$ cat src/rtl/mat_pkg.sv
// Shared types and widths for the matrix-multiply scheduler.
package mat_pkg;

  localparam int ELEM_W      = 8;
  localparam int ACC_W       = 18;
  localparam int IDX_W       = 4;
  localparam int DIM_DEFAULT = 3;

  typedef enum logic [1:0] {
    ST_IDLE  = 2'd0,
    ST_MAC   = 2'd1,
    ST_WRITE = 2'd2,
    ST_DONE  = 2'd3
  } state_t;

  // Row-major flattening; DIM <= 4 keeps row*dim+col within IDX_W bits.
  function automatic logic [IDX_W-1:0] flat_idx(input logic [IDX_W-1:0] row,
                                                input logic [IDX_W-1:0] col,
                                                input int dim);
    return row * IDX_W'(dim) + col;
  endfunction

endpackage

$ cat src/rtl/mac_unit.sv
// Multiply-accumulate datapath: 8x8 unsigned product added into an 18-bit accumulator.
module mac_unit
  import mat_pkg::*;
(
  input  logic              clk,
  input  logic              rst_n,
  input  logic              clear,
  input  logic              enable,
  input  logic [ELEM_W-1:0] a,
  input  logic [ELEM_W-1:0] b,
  output logic [ACC_W-1:0]  acc
);

  logic [2*ELEM_W-1:0] prod_s;
  logic [ACC_W-1:0]    acc_r;

  assign prod_s = a * b;

  // Accumulator register; clear restarts the sum at the first product of an element.
  always_ff @(posedge clk) begin
    if (!rst_n) begin
      acc_r <= '0;
    end else if (enable) begin
      acc_r <= (clear ? '0 : acc_r) + ACC_W'(prod_s);
    end else begin
      acc_r <= acc_r;
    end
  end

  assign acc = acc_r;

endmodule

$ cat src/rtl/mac_scheduler.sv
// Sequences C = A x B one dot product at a time over external element stores.
// Optional MAC_SCHED_ABORT_EN adds an abort input that cancels a run in progress.
module mac_scheduler
  import mat_pkg::*;
#(
  parameter int DIM = DIM_DEFAULT
)
(
  input  logic              clk,
  input  logic              rst_n,
  input  logic              start,
`ifdef MAC_SCHED_ABORT_EN
  input  logic              abort,
`endif
  output logic [IDX_W-1:0]  a_idx,
  output logic [IDX_W-1:0]  b_idx,
  input  logic [ELEM_W-1:0] a_elem,
  input  logic [ELEM_W-1:0] b_elem,
  output logic              c_we,
  output logic [IDX_W-1:0]  c_idx,
  output logic [ACC_W-1:0]  c_data,
  output logic              busy,
  output logic              done
);

  localparam logic [IDX_W-1:0] LAST    = IDX_W'(DIM - 1);
  localparam logic [IDX_W-1:0] IDX_ONE = IDX_W'(1);

  state_t             state_r;
  logic [IDX_W-1:0]   i_r, j_r, k_r;
  logic [IDX_W-1:0]   a_idx_r, b_idx_r, c_idx_r;
  logic               c_we_r, busy_r, done_r;
  logic               abort_hit_s;
  logic               c_we_s;
  logic [ACC_W-1:0]   acc_s;

`ifdef MAC_SCHED_ABORT_EN
  assign abort_hit_s = abort && ((state_r == ST_MAC) || (state_r == ST_WRITE));
  assign c_we_s      = c_we_r && !abort;
`else
  assign abort_hit_s = 1'b0;
  assign c_we_s      = c_we_r;
`endif

  mac_unit u_mac (
    .clk    (clk),
    .rst_n  (rst_n),
    .clear  (k_r == '0),
    .enable (state_r == ST_MAC),
    .a      (a_elem),
    .b      (b_elem),
    .acc    (acc_s)
  );

  // Control FSM; indices and strobes are registered for the cycle they apply to.
  always_ff @(posedge clk) begin
    if (!rst_n) begin
      state_r <= ST_IDLE;
      i_r     <= '0;
      j_r     <= '0;
      k_r     <= '0;
      a_idx_r <= '0;
      b_idx_r <= '0;
      c_idx_r <= '0;
      c_we_r  <= 1'b0;
      busy_r  <= 1'b0;
      done_r  <= 1'b0;
    end else if (abort_hit_s) begin
      state_r <= ST_IDLE;
      i_r     <= '0;
      j_r     <= '0;
      k_r     <= '0;
      a_idx_r <= '0;
      b_idx_r <= '0;
      c_idx_r <= '0;
      c_we_r  <= 1'b0;
      busy_r  <= 1'b0;
      done_r  <= 1'b0;
    end else begin
      c_we_r  <= 1'b0;
      c_idx_r <= '0;
      done_r  <= 1'b0;
      case (state_r)
        ST_IDLE: begin
          a_idx_r <= '0;
          b_idx_r <= '0;
          if (start) begin
            i_r     <= '0;
            j_r     <= '0;
            k_r     <= '0;
            busy_r  <= 1'b1;
            state_r <= ST_MAC;
          end else begin
            busy_r  <= 1'b0;
            state_r <= ST_IDLE;
          end
        end
        ST_MAC: begin
          if (k_r == LAST) begin
            k_r     <= '0;
            a_idx_r <= '0;
            b_idx_r <= '0;
            c_we_r  <= 1'b1;
            c_idx_r <= flat_idx(i_r, j_r, DIM);
            state_r <= ST_WRITE;
          end else begin
            k_r     <= k_r + IDX_ONE;
            a_idx_r <= flat_idx(i_r, k_r + IDX_ONE, DIM);
            b_idx_r <= flat_idx(k_r + IDX_ONE, j_r, DIM);
            state_r <= ST_MAC;
          end
        end
        ST_WRITE: begin
          k_r <= '0;
          if ((i_r == LAST) && (j_r == LAST)) begin
            i_r     <= '0;
            j_r     <= '0;
            busy_r  <= 1'b0;
            done_r  <= 1'b1;
            state_r <= ST_DONE;
          end else if (j_r == LAST) begin
            i_r     <= i_r + IDX_ONE;
            j_r     <= '0;
            a_idx_r <= flat_idx(i_r + IDX_ONE, '0, DIM);
            b_idx_r <= '0;
            state_r <= ST_MAC;
          end else begin
            j_r     <= j_r + IDX_ONE;
            a_idx_r <= flat_idx(i_r, '0, DIM);
            b_idx_r <= j_r + IDX_ONE;
            state_r <= ST_MAC;
          end
        end
        ST_DONE: begin
          busy_r  <= 1'b0;
          state_r <= ST_IDLE;
        end
        default: begin
          busy_r  <= 1'b0;
          a_idx_r <= '0;
          b_idx_r <= '0;
          state_r <= ST_IDLE;
        end
      endcase
    end
  end

  assign a_idx  = a_idx_r;
  assign b_idx  = b_idx_r;
  assign c_we   = c_we_s;
  assign c_idx  = c_idx_r;
  assign c_data = c_we_s ? acc_s : '0;
  assign busy   = busy_r;
  assign done   = done_r;

endmodule

$ cat config.mk
export PLATFORM = sky130hd
export DESIGN_NAME = mac_scheduler
export DESIGN_NICKNAME = d
export VERILOG_FILES = /design/src/rtl/mat_pkg.sv /design/src/rtl/mac_unit.sv /design/src/rtl/mac_scheduler.sv
export SDC_FILE = /design/constraint.sdc
export NUM_CORES = 1
export LEC_CHECK = 0
export ABC_AREA = 1
export CAP_MARGIN = 10
export CORE_UTILIZATION = 64
export CTS_CLUSTER_SIZE = 28
export DETAILED_ROUTE_END_ITERATION = 16
export HOLD_SLACK_MARGIN = 0.05
export PLACE_DENSITY_LB_ADDON = 0.3
export SYNTH_ARGS = -nofsm -noshare
export SYNTH_HDL_FRONTEND = slang
export SYNTH_SLANG_ARGS = --single-unit
$ cat constraint.sdc
create_clock -name clk -period 14.1 [get_ports clk]
set_input_delay 2.82 -clock clk [delete_from_list [all_inputs] [get_ports clk]]
set_output_delay 2.82 -clock clk [all_outputs]
set_load 0.1 [all_outputs]
==> summary.txt <==
Placed cell count -> 943
RSZ-0062 raised after global routing -> false
Crit path to -> u_mac.acc[11]$_SDFFE_PN0P_
Setup violations, final -> 0
Final Hold Viols -> 0
Initial antenna violation count -> 0
Outcome -> complete, no violations
WS Path Type -> in -> reg
CTS tree -> done
Fillers -> 644
Cell family with most CP delay -> adder cells
Buf/Inv on CP -> 6
Power Density -> 91.7 mW/mm2
Reg-to-Reg Start -> k_r[0]$_SDFFE_PN0P_
R2R depth -> 24
CP Launch Point -> a_elem[5]
WP data arrival -> 7170 ps
Antenna Nets Post-Route -> 0
R2R setup slack -> 8990 ps
Dpl ws -> 6880 ps
Chip Height -> 95.7 um
CTS Root Cell -> clkbuf_8
Fmax -> 144 MHz
H-tree depth -> 2
Ys async rst share -> 0%
Routed vias/inst -> 5.38
I/O pin cnt -> 52
Synthesized flop and latch total -> 47
Post-Layout Cell Count -> 951
Routed len/inst -> 13.4 um
# nets final -> 982
Worst Tran Pin Value -> 982 ps
Layout cell share with drive strength beyond 1 -> 4.02%
Mapped Cells -> 810
Largest net degree at the start of global routing -> 28
Clock sink count -> 47
Reg-to-Reg End -> u_mac.acc[11]$_SDFFE_PN0P_
PortBufs -> 51
Post-route DRC -> 0
Crit path depth -> 19
Via Count -> 5113
Hold Startpoint -> b_idx[2]$_SDFFE_PN0P_
Total grt overflow -> 0
Post-synth net total -> 947
Post-synth EDFFs -> 0
Die X -> 95.7 um
Initial Util -> 67.4%
Most frequent cells in the layout -> nand2_1 (197), inv_1 (197), nor2_1 (64), ha_1 (62), fa_1 (56)
Initial DRC count -> 444
Crit-path max FO -> 8
Syn Area/Cell -> 6.94 um2
Final Skew -> 10.6 ps
Vias in the first global route -> 4769
Max-cap violations -> 0
Gr usage total -> 29.6%
Critical Path End Type -> flop
Post-Route WL -> 12800 um
Slew headroom -> 34.3%
Met2 GRT Util -> 48.6%
Synth warnings -> 0
Crit path cell chain -> clkdlybuf4s50_1 > nand2_1 > fa_1 > inv_1 > fa_1 > inv_1 > fa_1 > fa_1 > inv_1 > ha_1 > nand3_1 > nand3_1 > nand2_1 > nand2_1 > inv_2 > o21ai_1 > nor2_1 > o21ai_1 > inv_1
Hold buffers post-CTS -> 0
Cell variety after synth -> 37
Leak -> 3.51 nW
Total CTS buffers -> 5
Area grow syn2layout -> 11.6%
Met3 Resource Use GR -> 4.74%
Insertion delay of the later-clocked pin in the worst-skew pair -> 310 ps
Post-CTS Resized -> 0
Fin crit share -> 49.4%
Startpoint Class -> input pin
First-pass GRT wire length -> 21200 um
Final WS setup -> 7140 ps
GPL Wtd Cong -> 0.967
Req. time, crit path -> 14310 ps
Mapped Area -> 0.00562 mm2
Hold Path Class -> reg -> reg
Worst path slowest cell -> clkdlybuf4s50_1
Slew Viols, Final -> 0
Total power -> 0.000575 W
Clk slew on worst S/H paths -> 90 ps
Total Neg Setup Slack -> 0 ps
Top_reg_cell synth -> dfxtp_1
Dpl hpwl -> 10400 um
Die Footprint -> 0.00916 mm2
Gr busiest metal -> met2
Row cnt -> 33
Clk buf depth -> 2
Minimum clock period -> 6960 ps
Crit-path max cell delay -> 660 ps
Post-CTS Setup Bufs -> 0
Met1 Track Usage GR -> 41.2%
Max IR drop VDD -> 0.0000534 V
Sequential-to-total area share from yosys stat -> 16.7%
CORE AREA -> 0.00834 mm2
DRT Pass-1 Iters -> 6
Diode count -> 0
[final cells by class]
| type | instances | area, um2 | area share [%] |
|---|---|---|---|
| Clock buffer | 5 | 68.8 | 1.10 |
| Clock inverter | 3 | 23.8 | 0.379 |
| Timing Repair Buffer | 52 | 518 | 8.26 |
| Tap cell | 105 | 131 | 2.10 |
| Sequential cell | 47 | 941 | 15.0 |
| Multi-Input combinational cell | 529 | 3800 | 60.6 |
| Inverter | 210 | 788 | 12.6 |
[worst reg2reg max path: cells and delay by family, from the launching register on]
family / cells / cell delay, ps
compound gates: 2 / 330
fa+ha+maj: 7 / 2220
simple gates: 7 / 980
flops: 1 / 460
buf+inv: 8 / 1010
[worst min-delay path by stage]
stage | to | cells after the start
3_5_place_dp | a_idx[2]$_SDFFE_PN0P_ | 2
6_report | b_idx[2]$_SDFFE_PN0P_ | 2
3_3_place_gp | busy$_SDFFE_PN0P_ | 2
2_1_floorplan | u_mac.acc[0]$_SDFFE_PN0P_ | 2
5_1_grt | a_idx[3]$_SDFFE_PN0P_ | 2
4_1_cts | b_idx[2]$_SDFFE_PN0P_ | 2
[cells in the mapped netlist, types with 2 or more instances]
cell | n | area share [%]
nand2_4 | 2 | 0.40
fa_1 | 56 | 20
nand4_1 | 5 | 0.56
o21ai_0 | 25 | 2.2
dfxtp_1 | 47 | 17
nand2_2 | 4 | 0.45
o21ai_1 | 6 | 0.53
xor2_1 | 8 | 1.2
inv_2 | 12 | 0.80
nor2_1 | 64 | 4.3
o21bai_1 | 2 | 0.27
buf_1 | 2 | 0.13
nand3_1 | 31 | 2.8
clkbuf_1 | 21 | 1.4
a21o_1 | 2 | 0.27
ha_1 | 62 | 14
xnor2_1 | 6 | 0.94
a21oi_1 | 39 | 3.5
a22oi_1 | 4 | 0.53
inv_1 | 197 | 13
nand2_1 | 197 | 13
o211ai_1 | 3 | 0.40
[stage by stage]
stage	hold WS, ps	utilization, %	instance area [um2]
2_1_floorplan	449	-	5620
3_3_place_gp	447	74.0	6180
3_5_place_dp	460	74.0	6180
4_1_cts	474	75.2	6270
5_1_grt	498	75.2	6270
6_report	469	75.2	6270
[where the power goes]
part / switching [W] / internal [W] / leakage [nW]
logic: 0.000213 / 0.000121 / 3.08
registers: 0.00000980 / 0.000143 / 0.384
clock network: 0.0000522 / 0.0000356 / 0.0408
[registers in the layout, indices dropped and copies added (netlist names), 2 cells and up]
| signal | cells |
|---|---|
| j_r | 4 |
| u_mac.acc | 18 |
| c_idx | 4 |
| b_idx | 4 |
| state_r | 2 |
| i_r | 4 |
| a_idx | 4 |
| k_r | 4 |
[logic make-up (layout without fill, tap and decap cells)]
logic type,count (synthesis),count (layout),synth area share (%)
XOR/XNOR,14,14,2.18
flip-flops,47,47,16.7
AND/OR/NAND/NOR,310,310,22.9
adder cells (fa/ha/maj),118,118,33.8
AO/OA/AOI/OAI,87,87,8.71
buffers and inverters,234,270,15.7
[routing by layer]
layer	share of wire, %	vias up
met5	0	-
met4	1.6	0
met3	7.5	30
met2	47	203
met1	44	2406
li1	-	2474
(Power assumes the default switching activity.)
